==> src/rtl/hazard_if.sv <==
// Bundle of the hazard controller's pipeline-side inputs and control outputs.
// The slave modport is the controller; the master modport is the pipeline driving it.
interface hazard_if #(
   parameter int CNT_W = 32
);
   logic [4:0]       Rs_id;
   logic [4:0]       Rt_id;
   logic             uses_rt_id;
   logic [4:0]       Rt_ex;
   logic             MemtoReg_ex;
   logic             RegWr_ex;
   logic             branch_taken;
   logic             dmem_req;
   logic             dmem_ack;
   logic             pc_hold;
   logic             if_id_hold;
   logic             if_id_flush;
   logic             id_ex_ctrl;
   logic             id_ex_hold;
   logic             ex_mem_hold;
   logic             mem_err;
   logic [CNT_W-1:0] stall_cycles;

   modport slave (
      input  Rs_id, Rt_id, uses_rt_id, Rt_ex, MemtoReg_ex, RegWr_ex,
             branch_taken, dmem_req, dmem_ack,
      output pc_hold, if_id_hold, if_id_flush, id_ex_ctrl, id_ex_hold,
             ex_mem_hold, mem_err, stall_cycles
   );

   modport master (
      output Rs_id, Rt_id, uses_rt_id, Rt_ex, MemtoReg_ex, RegWr_ex,
             branch_taken, dmem_req, dmem_ack,
      input  pc_hold, if_id_hold, if_id_flush, id_ex_ctrl, id_ex_hold,
             ex_mem_hold, mem_err, stall_cycles
   );
endinterface

==> src/rtl/hazard_ctrl.sv <==
// Stall/flush controller for the 5-stage pipeline: load-use stalls, taken-branch
// flushes and data-memory wait states, with a sticky timeout error and a stall counter.
module hazard_ctrl #(
   parameter int MEM_TIMEOUT = 16,
   parameter int CNT_W       = 32
) (
   input  logic     clk,
   input  logic     rst_n,
   hazard_if.slave  hif
);
   localparam int WCNT_W = $clog2(MEM_TIMEOUT + 1);

   typedef enum logic [1:0] {
      RUN      = 2'd0,
      LU_STALL = 2'd1,
      FLUSH    = 2'd2,
      MEM_WAIT = 2'd3
   } state_t;

   state_t            state_r;
   state_t            state_s;
   logic [WCNT_W-1:0] wait_cnt_r;
   logic [WCNT_W-1:0] wait_cnt_s;
   logic [WCNT_W-1:0] wait_inc_s;
   logic              timeout_s;
   logic              err_set_s;
   logic              mem_stall_s;
   logic              load_use_s;
   logic              mem_err_r;
   logic [CNT_W-1:0]  stall_cnt_r;
   logic [5:0]        ctrl_s;
   logic [5:0]        ctrl_r;

   // Hazard detection and wait-counter arithmetic.
   always_comb begin
      load_use_s  = hif.MemtoReg_ex & hif.RegWr_ex & (hif.Rt_ex != 5'd0) &
                    ((hif.Rt_ex == hif.Rs_id) | (hif.uses_rt_id & (hif.Rt_ex == hif.Rt_id)));
      mem_stall_s = hif.dmem_req & ~hif.dmem_ack & ~mem_err_r;
      wait_inc_s  = wait_cnt_r + {{(WCNT_W-1){1'b0}}, 1'b1};
      timeout_s   = (wait_inc_s >= WCNT_W'(MEM_TIMEOUT));
   end

   // Next-state logic in priority order: memory wait, branch flush, load-use, run.
   always_comb begin
      state_s    = RUN;
      wait_cnt_s = '0;
      err_set_s  = 1'b0;
      if (mem_stall_s) begin
         if (state_r == MEM_WAIT) begin
            if (timeout_s) begin
               state_s   = RUN;
               err_set_s = 1'b1;
            end else begin
               state_s    = MEM_WAIT;
               wait_cnt_s = wait_inc_s;
            end
         end else begin
            state_s = MEM_WAIT;
         end
      end else if (state_r == MEM_WAIT) begin
         state_s = RUN;
      end else if (hif.branch_taken) begin
         state_s = FLUSH;
      end else if (load_use_s && (state_r == RUN)) begin
         state_s = LU_STALL;
      end else begin
         state_s = RUN;
      end
   end

   // Output decode of the next state; bit order {pc, if_id_hold, if_id_flush, id_ex_ctrl, id_ex_hold, ex_mem_hold}.
   always_comb begin
      ctrl_s = 6'b000000;
      case (state_s)
         RUN:      ctrl_s = 6'b000000;
         LU_STALL: ctrl_s = 6'b110100;
         FLUSH:    ctrl_s = 6'b001100;
         MEM_WAIT: ctrl_s = 6'b110011;
         default:  ctrl_s = 6'b000000;
      endcase
   end

   // State, wait counter, registered controls, sticky error and saturating stall counter.
   always_ff @(posedge clk) begin
      if (!rst_n) begin
         state_r     <= RUN;
         wait_cnt_r  <= '0;
         ctrl_r      <= 6'b000000;
         mem_err_r   <= 1'b0;
         stall_cnt_r <= '0;
      end else begin
         state_r    <= state_s;
         wait_cnt_r <= wait_cnt_s;
         ctrl_r     <= ctrl_s;
         mem_err_r  <= mem_err_r | err_set_s;
         if (ctrl_r[5] && !(&stall_cnt_r)) begin
            stall_cnt_r <= stall_cnt_r + {{(CNT_W-1){1'b0}}, 1'b1};
         end else begin
            stall_cnt_r <= stall_cnt_r;
         end
      end
   end

   assign hif.pc_hold      = ctrl_r[5];
   assign hif.if_id_hold   = ctrl_r[4];
   assign hif.if_id_flush  = ctrl_r[3];
   assign hif.id_ex_ctrl   = ctrl_r[2];
   assign hif.id_ex_hold   = ctrl_r[1];
   assign hif.ex_mem_hold  = ctrl_r[0];
   assign hif.mem_err      = mem_err_r;
   assign hif.stall_cycles = stall_cnt_r;
endmodule

==> src/flat_wrapper.sv <==
// flat-port wrapper written by rule: the top's interface ports become plain ports
module hazard_ctrl_flat 
#(
   parameter int MEM_TIMEOUT = 16,
   parameter int CNT_W       = 32
)
  (clk, rst_n, hif_Rs_id, hif_Rt_id, hif_uses_rt_id, hif_Rt_ex, hif_MemtoReg_ex, hif_RegWr_ex, hif_branch_taken, hif_dmem_req, hif_dmem_ack, hif_pc_hold, hif_if_id_hold, hif_if_id_flush, hif_id_ex_ctrl, hif_id_ex_hold, hif_ex_mem_hold, hif_mem_err, hif_stall_cycles);
  hazard_if #(.CNT_W(CNT_W)) hif_i ();
  input  logic clk;
  input  logic rst_n;
  input wire logic [$bits(hif_i.Rs_id)-1:0] hif_Rs_id;
  input wire logic [$bits(hif_i.Rt_id)-1:0] hif_Rt_id;
  input wire logic [$bits(hif_i.uses_rt_id)-1:0] hif_uses_rt_id;
  input wire logic [$bits(hif_i.Rt_ex)-1:0] hif_Rt_ex;
  input wire logic [$bits(hif_i.MemtoReg_ex)-1:0] hif_MemtoReg_ex;
  input wire logic [$bits(hif_i.RegWr_ex)-1:0] hif_RegWr_ex;
  input wire logic [$bits(hif_i.branch_taken)-1:0] hif_branch_taken;
  input wire logic [$bits(hif_i.dmem_req)-1:0] hif_dmem_req;
  input wire logic [$bits(hif_i.dmem_ack)-1:0] hif_dmem_ack;
  output wire logic [$bits(hif_i.pc_hold)-1:0] hif_pc_hold;
  output wire logic [$bits(hif_i.if_id_hold)-1:0] hif_if_id_hold;
  output wire logic [$bits(hif_i.if_id_flush)-1:0] hif_if_id_flush;
  output wire logic [$bits(hif_i.id_ex_ctrl)-1:0] hif_id_ex_ctrl;
  output wire logic [$bits(hif_i.id_ex_hold)-1:0] hif_id_ex_hold;
  output wire logic [$bits(hif_i.ex_mem_hold)-1:0] hif_ex_mem_hold;
  output wire logic [$bits(hif_i.mem_err)-1:0] hif_mem_err;
  output wire logic [$bits(hif_i.stall_cycles)-1:0] hif_stall_cycles;
  assign hif_i.Rs_id = hif_Rs_id;
  assign hif_i.Rt_id = hif_Rt_id;
  assign hif_i.uses_rt_id = hif_uses_rt_id;
  assign hif_i.Rt_ex = hif_Rt_ex;
  assign hif_i.MemtoReg_ex = hif_MemtoReg_ex;
  assign hif_i.RegWr_ex = hif_RegWr_ex;
  assign hif_i.branch_taken = hif_branch_taken;
  assign hif_i.dmem_req = hif_dmem_req;
  assign hif_i.dmem_ack = hif_dmem_ack;
  assign hif_pc_hold = hif_i.pc_hold;
  assign hif_if_id_hold = hif_i.if_id_hold;
  assign hif_if_id_flush = hif_i.if_id_flush;
  assign hif_id_ex_ctrl = hif_i.id_ex_ctrl;
  assign hif_id_ex_hold = hif_i.id_ex_hold;
  assign hif_ex_mem_hold = hif_i.ex_mem_hold;
  assign hif_mem_err = hif_i.mem_err;
  assign hif_stall_cycles = hif_i.stall_cycles;
  hazard_ctrl #(.MEM_TIMEOUT(MEM_TIMEOUT), .CNT_W(CNT_W)) u_core (.clk(clk), .rst_n(rst_n), .hif(hif_i));
endmodule
==> config.mk <==
export PLATFORM = sky130hd
export DESIGN_NAME = hazard_ctrl_flat
export DESIGN_NICKNAME = d
export VERILOG_FILES = /design/src/rtl/hazard_if.sv /design/src/rtl/hazard_ctrl.sv /design/src/flat_wrapper.sv
export SDC_FILE = /design/constraint.sdc
export NUM_CORES = 1
export LEC_CHECK = 0
export CAP_MARGIN = 20
export CORE_MARGIN = 1.5
export CORE_UTILIZATION = 30
export CTS_CLUSTER_DIAMETER = 60
export DETAILED_ROUTE_END_ITERATION = 10
export GPL_ROUTABILITY_DRIVEN = 0
export SLEW_MARGIN = 30
export SYNTH_ARGS = -nofsm -noshare
export SYNTH_HDL_FRONTEND = slang
export SYNTH_SLANG_ARGS = --single-unit
==> constraint.sdc <==
create_clock -name clk -period 2.2 [get_ports clk]
set_input_delay 0.66 -clock clk [delete_from_list [all_inputs] [get_ports clk]]
set_output_delay 0.66 -clock clk [all_outputs]
set_load 0.05 [all_outputs]
## Word level (Yosys, flattened, before mapping)

Index checks and enable logic that the tools add are counted.

| cells by class | value |
|---|---|
| multiplexer cells | 10 |
| equality and inequality tests | 6 |
| $lt $le $gt $ge | 1 |
| $add $sub $neg | 2 |
| bitwise operators | 13 |
| reduce and logical (&&, ||, !) cells | 8 |

Operators with widths:

| operator | number |
|---|---|
| $add 32x1->32 const B | 1 |
| $reduce_and 32->1 | 1 |
| $pmux 6 s4 | 1 |
| $eq 5x5->1 | 2 |
| $mux 2 | 5 |
| $and 1x1->1 | 6 |
| $eq 2x2->1 const B | 3 |
| $add 5x1->5 const B | 1 |
| $ge 5x5->1 const B | 1 |
| $not 1->1 | 5 |
| $reduce_bool 5->1 | 1 |
| $logic_not 2->1 | 2 |
| $mux 1 | 4 |
| $reduce_or 4->1 | 1 |
| $eq 2x1->1 const B | 1 |
| $logic_and 1x1->1 | 2 |
| $or 1x1->1 | 2 |
| $logic_not 1->1 | 1 |

| word-level totals | value |
|---|---|
| input bits | 23 |
| register bits | 46 |
| word-level logic and storage cells | 45 |
| output and inout port bits | 39 |

## Logic depth before layout (Yosys ltp)

Gate-level depths: netlist (run 1).

| depth | value |
|---|---|
| word-level depth | 11 |
| mapped depth | 8 |
| depth with buffers taken out | 8 |

## Worst setup path before layout (run 1)

No wires, ideal clock.

| timing | value |
|---|---|
| path type | flip-flop to flip-flop |
| start point | register u_core.stall_cnt_r[0] (netlist: u_core.hif.stall_cycles[0]) |
| end point | register u_core.stall_cnt_r[0] (netlist: u_core.hif.stall_cycles[0]) |
| required time | 2.072 ns |
| cell stages (with the launch flop) | 9 |
| setup time | 0.128 ns |
| path buffers | 2 |
| arrival | 2.104 ns |
| slack | -0.032 ns |
| clock period less this slack | 2.232 ns |
| cells stage by stage | dfxtp_1 ha_1 nand3_1 nor2_2 a31o_1 buf_6 buf_4 xor2_1 nor2_1 |

| between the ends | value |
|---|---|
| cells in the longest elaborated chain, start to end | 3 |
| elaborated cells between the ends (all ways) | 4 |
| classes of those cells | 1 x add/sub; 3 x reduce/logical |

Ends and longest elaborated chain:

| element | line | text |
|---|---|---|
| start: declaration | hazard_ctrl.sv:30 | `logic [CNT_W-1:0] stall_cnt_r;` |
| start signal: assignment | hazard_ctrl.sv:97 | `stall_cnt_r <= stall_cnt_r + {{(CNT_W-1){1'b0}}, 1'b1};` |
| start signal: assignment | hazard_ctrl.sv:99 | `stall_cnt_r <= stall_cnt_r;` |
| branches (longest 3 deep; another with $add 32x1->32) | - |  |

Several ways; the timed one is not identified.
A chain may end at the register's enable or synchronous reset.

==> results of run 1 <==
[sequential cells by signal, summed over array words and instances (netlist names)]
signal                   cells
u_core.hif.stall_cycles     32
u_core.ctrl_r                3
u_core.wait_cnt_r            5
u_core.hif.mem_err           1
u_core.state_r               2
[final cells by class]
type | count | area (um^2) | area share
clock buffers | 6 | 82.6 | 0.0271
clock inverters | 2 | 35.0 | 0.0115
inverters | 7 | 26.3 | 0.00861
multi-input cells | 195 | 1250 | 0.409
flip-flops and latches | 43 | 865 | 0.283
well taps | 99 | 124 | 0.0406
repair buffers | 75 | 671 | 0.220
[metal layers]
layer,wire length [um],GRT usage,part of all wire,vias to the layer above
met2,2570,0.230,0.48,34
met1,2550,0.187,0.47,981
met5,0,0,0,-
li1,-,-,-,1078
met4,81,0.0554,0.015,0
met3,185,0.0289,0.034,7
[synthesized netlist by cell type]
cell type and instances:
nand4_1 9, nor3b_1 1, nand4_4 1, conb_1 1, o21a_1 1, a211oi_1 3
nor4_4 1, buf_4 4, dfxtp_1 43, nor2_2 1, and3_1 2, and4_4 1
or3_1 14, nand2b_1 3, buf_2 2, or4b_1 1, a2111o_1 1, o22ai_1 1
nand3_1 21, nand2_1 17, a311oi_1 4, o31ai_1 5, and4_1 4, xor2_1 2
inv_1 7, buf_6 2, nor2_1 20, xnor2_1 20, a2111oi_0 2, and2_1 4
a21o_1 1, or4_1 5, nand3_4 1, clkbuf_1 4, a31o_1 1, nor3_1 2
o21ai_0 15, a21oi_1 22, a31oi_1 1, mux2i_1 2, o41ai_1 1, ha_1 4
[stage by stage]
step                hold WS [ns]  power [mW]
floorplan                  0.418       0.893
global placement           0.433       0.976
detailed placement         0.460       0.977
CTS                        0.473        1.62
global route               0.522        1.67
finish                     0.463        1.60
[where the power goes]
part	total (mW)	internal (mW)	switching (mW)
Clock	0.641	0.367	0.274
Sequential	0.791	0.786	0.00460
Combinational	0.166	0.0849	0.0808
[how the worst max path moves through the flow]
stage	start	endpoint	slack [ns]	cells past startpoint
4_1_cts	u_core.hif.stall_cycles[31]$_SDFFE_PN0P_	hif_stall_cycles[31]	0.03	1
2_1_floorplan	u_core.hif.stall_cycles[8]$_SDFFE_PN0P_	u_core.hif.stall_cycles[25]$_SDFFE_PN0P_	0.02	6
6_report	u_core.ctrl_r[1]$_SDFF_PN0_	hif_ex_mem_hold	0.10	1
3_3_place_gp	hif_Rt_ex[3]	u_core.ctrl_r[1]$_SDFF_PN0_	0.0008	8
3_5_place_dp	hif_Rt_ex[2]	u_core.ctrl_r[1]$_SDFF_PN0_	-0.04	8
5_1_grt	u_core.hif.stall_cycles[4]$_SDFFE_PN0P_	u_core.hif.stall_cycles[25]$_SDFFE_PN0P_	0.008	5
[timing repair]
item / 4_1_cts / 5_1_grt
hold buffers: 0 / 0
resized for setup: 0 / 2
endpoints found under the setup margin: 0 / 6
[worst register-to-register path, cell delays in order, from the launching register on]
cell and delay (ns):
dfxtp_1 0.41, and4_1 0.34, nand4_1 0.18, a2111o_1 0.52
or3_1 0.34, a21oi_1 0.15
[logic make-up (layout without fill, tap and decap cells)]
kind of cell,after synthesis,in the layout
xor+xnor,22,22
fa+ha+maj,4,4
flops,43,43
simple gates,108,108
mux,2,2
buf+inv,19,90
other cells,1,1
compound gates,58,58
==> impl_metrics.yaml, run 1 <==
pwr:
  static-leakage-power_nw: 1.11
  vdd.ir_drop.worst_v: 0.000288
  powerDensity_mw_per_mm2: 524
setup_path:
  r2r_start: "u_core.hif.stall_cycles[9]$_SDFFE_PN0P_"
  reg2reg_to: "u_core.hif.stall_cycles[25]$_SDFFE_PN0P_"
  reg2regPathDepth: 5
  cpPeakStageDelay_ns: 0.81
  crit_chain: "clkdlybuf4s50_1"
  critical-path-top-delay-family: "buffers and inverters"
  end_kind: "output port"
  worstPathMaxFanout: 2
  cp.required_ns: 1.54
  r2r_slack_ns: 0.19
  arrival_ns: 1.44
  critPathBufInv: 1
  start_kind: "flop"
  critPathSlowestCell: "clkdlybuf4s50_1"
  critPathKind: "flop to output port"
grt:
  grt_max_degree: 32
  grt_pass1_vias: 1875
  grt_pass1_wl_mm: 8.82
  track_usage: 0.143
  antenna_found_initial: 0
  grt_overflow: 0
logic_synthesis:
  ys_seq_elements: 43
  yosys-top-cells-area: "dfxtp_1 (39%), xnor2_1 (7.9%), a21oi_1 (5.0%)"
  synth_top_family_by_area: "simple AND/OR/NAND/NOR gates"
  synth_fp_nets: 284
  postSynthAreaPerCell_um2: 8.59
  synth_simple_gate_area_frac: 0.282
  synth-xor-area-share: 0.0873
  netlist_area_mm2: 0.00221
  synth-compound-area-share: 0.160
  synth-adder-area-share: 0.0227
  yosysSeqAreaShare: 0.390
  synthMuxAreaShare: 0.00907
  synth_warnings: 0
  ys_types: 42
  synth_top_area_share: 0.390
  syn_inst: 257
  synth_top_area_cell: "dfxtp_1"
placement:
  dpl.hpwl_mm: 4.07
  io_buffers: 61
  post-place-ws_ns: -0.0392
  placed_cell_area_mm2: 0.00293
  dp_cells: 419
final_layout:
  layout_common_cells: "buf_4 (45), dfxtp_1 (40), clkdlybuf4s50_1 (26)"
  fin_area_mm2: 0.00305
  area.growth.synth_to_final_pct: 38.2
  instances_no_fill: 427
  drive_gt1_frac: 0.195
  n_fill_cell: 729
  utilization: 0.425
  nets: 354
  diodes: 0
  final_common_cell: "buf_4"
floorplan:
  die_area_mm2: 0.00788
  rows: 31
  io_pins: 62
  fp.coreArea_mm2: 0.00718
  initial_core_util: 0.308
  die_height_um: 88.8
  die_w_um: 88.8
route:
  totalWireLength_mm: 5.39
  route.vias.total: 2100
  dr.pass1.iters: 4
  ant_nets: 0
  first_iter_violations: 100
  vias_per_cell: 4.92
  wl_per_cell_um: 12.6
  drc: 0
sta:
  rsz0062_at_grt: "no"
  setup_viol: 0
  max_slew_margin: 0.609
  layout_setup_ws_ns: 0.101
  finalCriticalPeriod_ns: 2.10
  maxSlewViolCount: 0
  hold_viol_final: 0
  tightest_slew_ns: 0.572
  fmax_mhz: 476
  finalCritPeriodShare: 0.954
  setup_tns_ns: 0
  fin_skew_ns: 0.00718
cts:
  clockBufferDepth: 2
  cts_setup_buffers: 0
  clock_sinks: 43
  cts.clk_slew.worst_paths_ns: 0.08
  cts_htree_levels: 2
  numCtsBuffers: 5
  cts_tree: "yes"
  cts_root_buf: "clkbuf_8"
  clock_latency_ns: 0.30
hold_path:
  min_path_type: "flop to flop"
  min_path_cells: 1
  worstHoldStart: "u_core.wait_cnt_r[0]$_SDFF_PP0_"
  hold_end: "u_core.wait_cnt_r[0]$_SDFF_PP0_"
flow_run:
  maxCapViolCount: 0
outcome:
  outcome: "finished clean"
Power figures use the tool's default switching activity.
==> run 2, diff against run 1 <==
- ABC_CLOCK_PERIOD_IN_PS: unset -> 2600
- clock period: 2.2 -> 2.6 ns (I/O delays scaled with it)
==> run 2 against run 1 <==
Compared with the run above: total power is 23% lower; final area is 1.5% lower; register-to-register slack better by 0.30 ns; first-iteration DRC count is 36% lower; global-route usage is 0.55 points lower; clock-buffer cell count stayed put; clock power is 34% lower; critical path type unchanged.
==> impl_metrics.yaml, run 2 (synthesized netlist as in run 1, its figures left out) <==
pwr:
  switching_power_mw: 0.289
  static-leakage-power_nw: 0.963
  power.share.sequential: 0.547
  powerDensity_mw_per_mm2: 409
  vdd.ir_drop.worst_v: 0.000223
  power_mw: 1.23
  p_sw_frac: 0.235
  power_frac_clock: 0.347
  combPwrFrac: 0.106
  p_int_mw: 0.939
placement:
  io_buffers: 61
  post-place-ws_ns: 0.233
  dp_cells: 411
  placed_cell_area_mm2: 0.00292
  dpl.hpwl_mm: 3.99
sta:
  finalCriticalPeriod_ns: 2.39
  max_slew_margin: 0.637
  maxSlewViolCount: 0
  setup_viol: 0
  fmax_mhz: 418
  hold_viol_final: 0
  rsz0062_at_grt: "no"
  setup_tns_ns: 0
  hold-worst-slack_ns: 0.449
  fin_skew_ns: 0.00892
  tightest_slew_ns: 0.543
  layout_setup_ws_ns: 0.207
  finalCritPeriodShare: 0.921
floorplan:
  initial_core_util: 0.308
  rows: 31
  fp.coreArea_mm2: 0.00718
  die_area_mm2: 0.00788
  io_pins: 62
  die_height_um: 88.8
  die_w_um: 88.8
setup_path:
  critPathSlowestCell: "clkdlybuf4s50_1"
  critPathKind: "flop to output port"
  end_kind: "output port"
  arrival_ns: 1.61
  worstPathMaxFanout: 8
  crit_chain: "clkdlybuf4s50_1"
  critPathBufInv: 1
  cp.required_ns: 1.82
  cpPeakStageDelay_ns: 0.86
  critical-path-top-delay-family: "buffers and inverters"
  start_kind: "flop"
grt:
  grt_max_degree: 30
  track_usage: 0.137
  antenna_found_initial: 0
  grt_overflow: 0
  grt_pass1_vias: 1865
  grt_pass1_wl_mm: 8.49
cts:
  holdBufCountCts: 0
  cts_tree: "yes"
  clockBufferDepth: 2
  numCtsBuffers: 5
  cts_root_buf: "clkbuf_8"
  clock_latency_ns: 0.30
  cts_setup_buffers: 0
  cts_htree_levels: 2
  ctsResizeCount: 0
  clock_sinks: 43
  cts.clk_slew.worst_paths_ns: 0.07
final_layout:
  layout_common_cells: "clkdlybuf4s50_1 (59), dfxtp_1 (43), a21oi_1 (22)"
  nets: 346
  final_common_cell: "clkdlybuf4s50_1"
  n_fill_cell: 710
  utilization: 0.419
  fin_area_mm2: 0.00300
  drive_gt1_frac: 0.0627
  instances_no_fill: 418
  largest_reg_flops: 32
  area.growth.synth_to_final_pct: 36.1
  diodes: 0
route:
  dr.pass1.iters: 4
  ant_nets: 0
  wl_per_cell_um: 12.6
  drc: 0
  vias_per_cell: 4.94
  first_iter_violations: 64
  route.vias.total: 2063
  totalWireLength_mm: 5.25
flow_run:
  maxCapViolCount: 0
hold_path:
  min_path_type: "flop to flop"
outcome:
  outcome: "finished clean"
-- run 2: cell count changes in the layout (fill, tap and decap cells not counted) --
cell             delta
buf_12              -2
buf_4              -38
bufinv_16           -1
clkdlybuf4s50_1    +33
dfxtp_1             +3
dfxtp_2             -3
dlymetal6s2s_1      -1
nor2_2              +1
nor2_4              -1
-- run 2: path summary, 6_finish.rpt --
check	start	endpoint	slack, ns	cells after the start
setup reg to reg	u_core.hif.stall_cycles[0]$_SDFFE_PN0P_	u_core.hif.stall_cycles[20]$_SDFFE_PN0P_	0.49	6
hold reg to reg	u_core.wait_cnt_r[0]$_SDFF_PP0_	u_core.wait_cnt_r[0]$_SDFF_PP0_	0.45	1
hold / removal	u_core.wait_cnt_r[0]$_SDFF_PP0_	u_core.wait_cnt_r[0]$_SDFF_PP0_	0.45	1
setup / recovery	u_core.hif.stall_cycles[4]$_SDFFE_PN0P_	hif_stall_cycles[4]	0.21	1
-- run 2: cell type report --
cell class	count	area, um^2	area share
multi-input combinational	195	1240	0.414
sequential	43	861	0.287
timing repair buffer	67	663	0.221
tap	99	124	0.0412
clock buffer	6	82.6	0.0275
inverter	7	26.3	0.00875
clock inverter	1	5.00	0.00167
-- run 2: power by group through the flow --
stage	combinational [mW]	sequential [mW]	clock, mW
finish	0.130	0.672	0.425
global placement	0.130	0.687	0
detailed placement	0.131	0.687	0
global route	0.140	0.673	0.461
floorplan	0.0524	0.703	0
CTS	0.132	0.672	0.442
-- run 2: metal layers --
layer | GRT usage | vias up | wire [um]
li1 | - | 1060 | -
met1 | 0.192 | 963 | 2590
met2 | 0.213 | 35 | 2440
met3 | 0.0345 | 5 | 193
met4 | 0.0298 | 0 | 31
met5 | 0 | - | 0
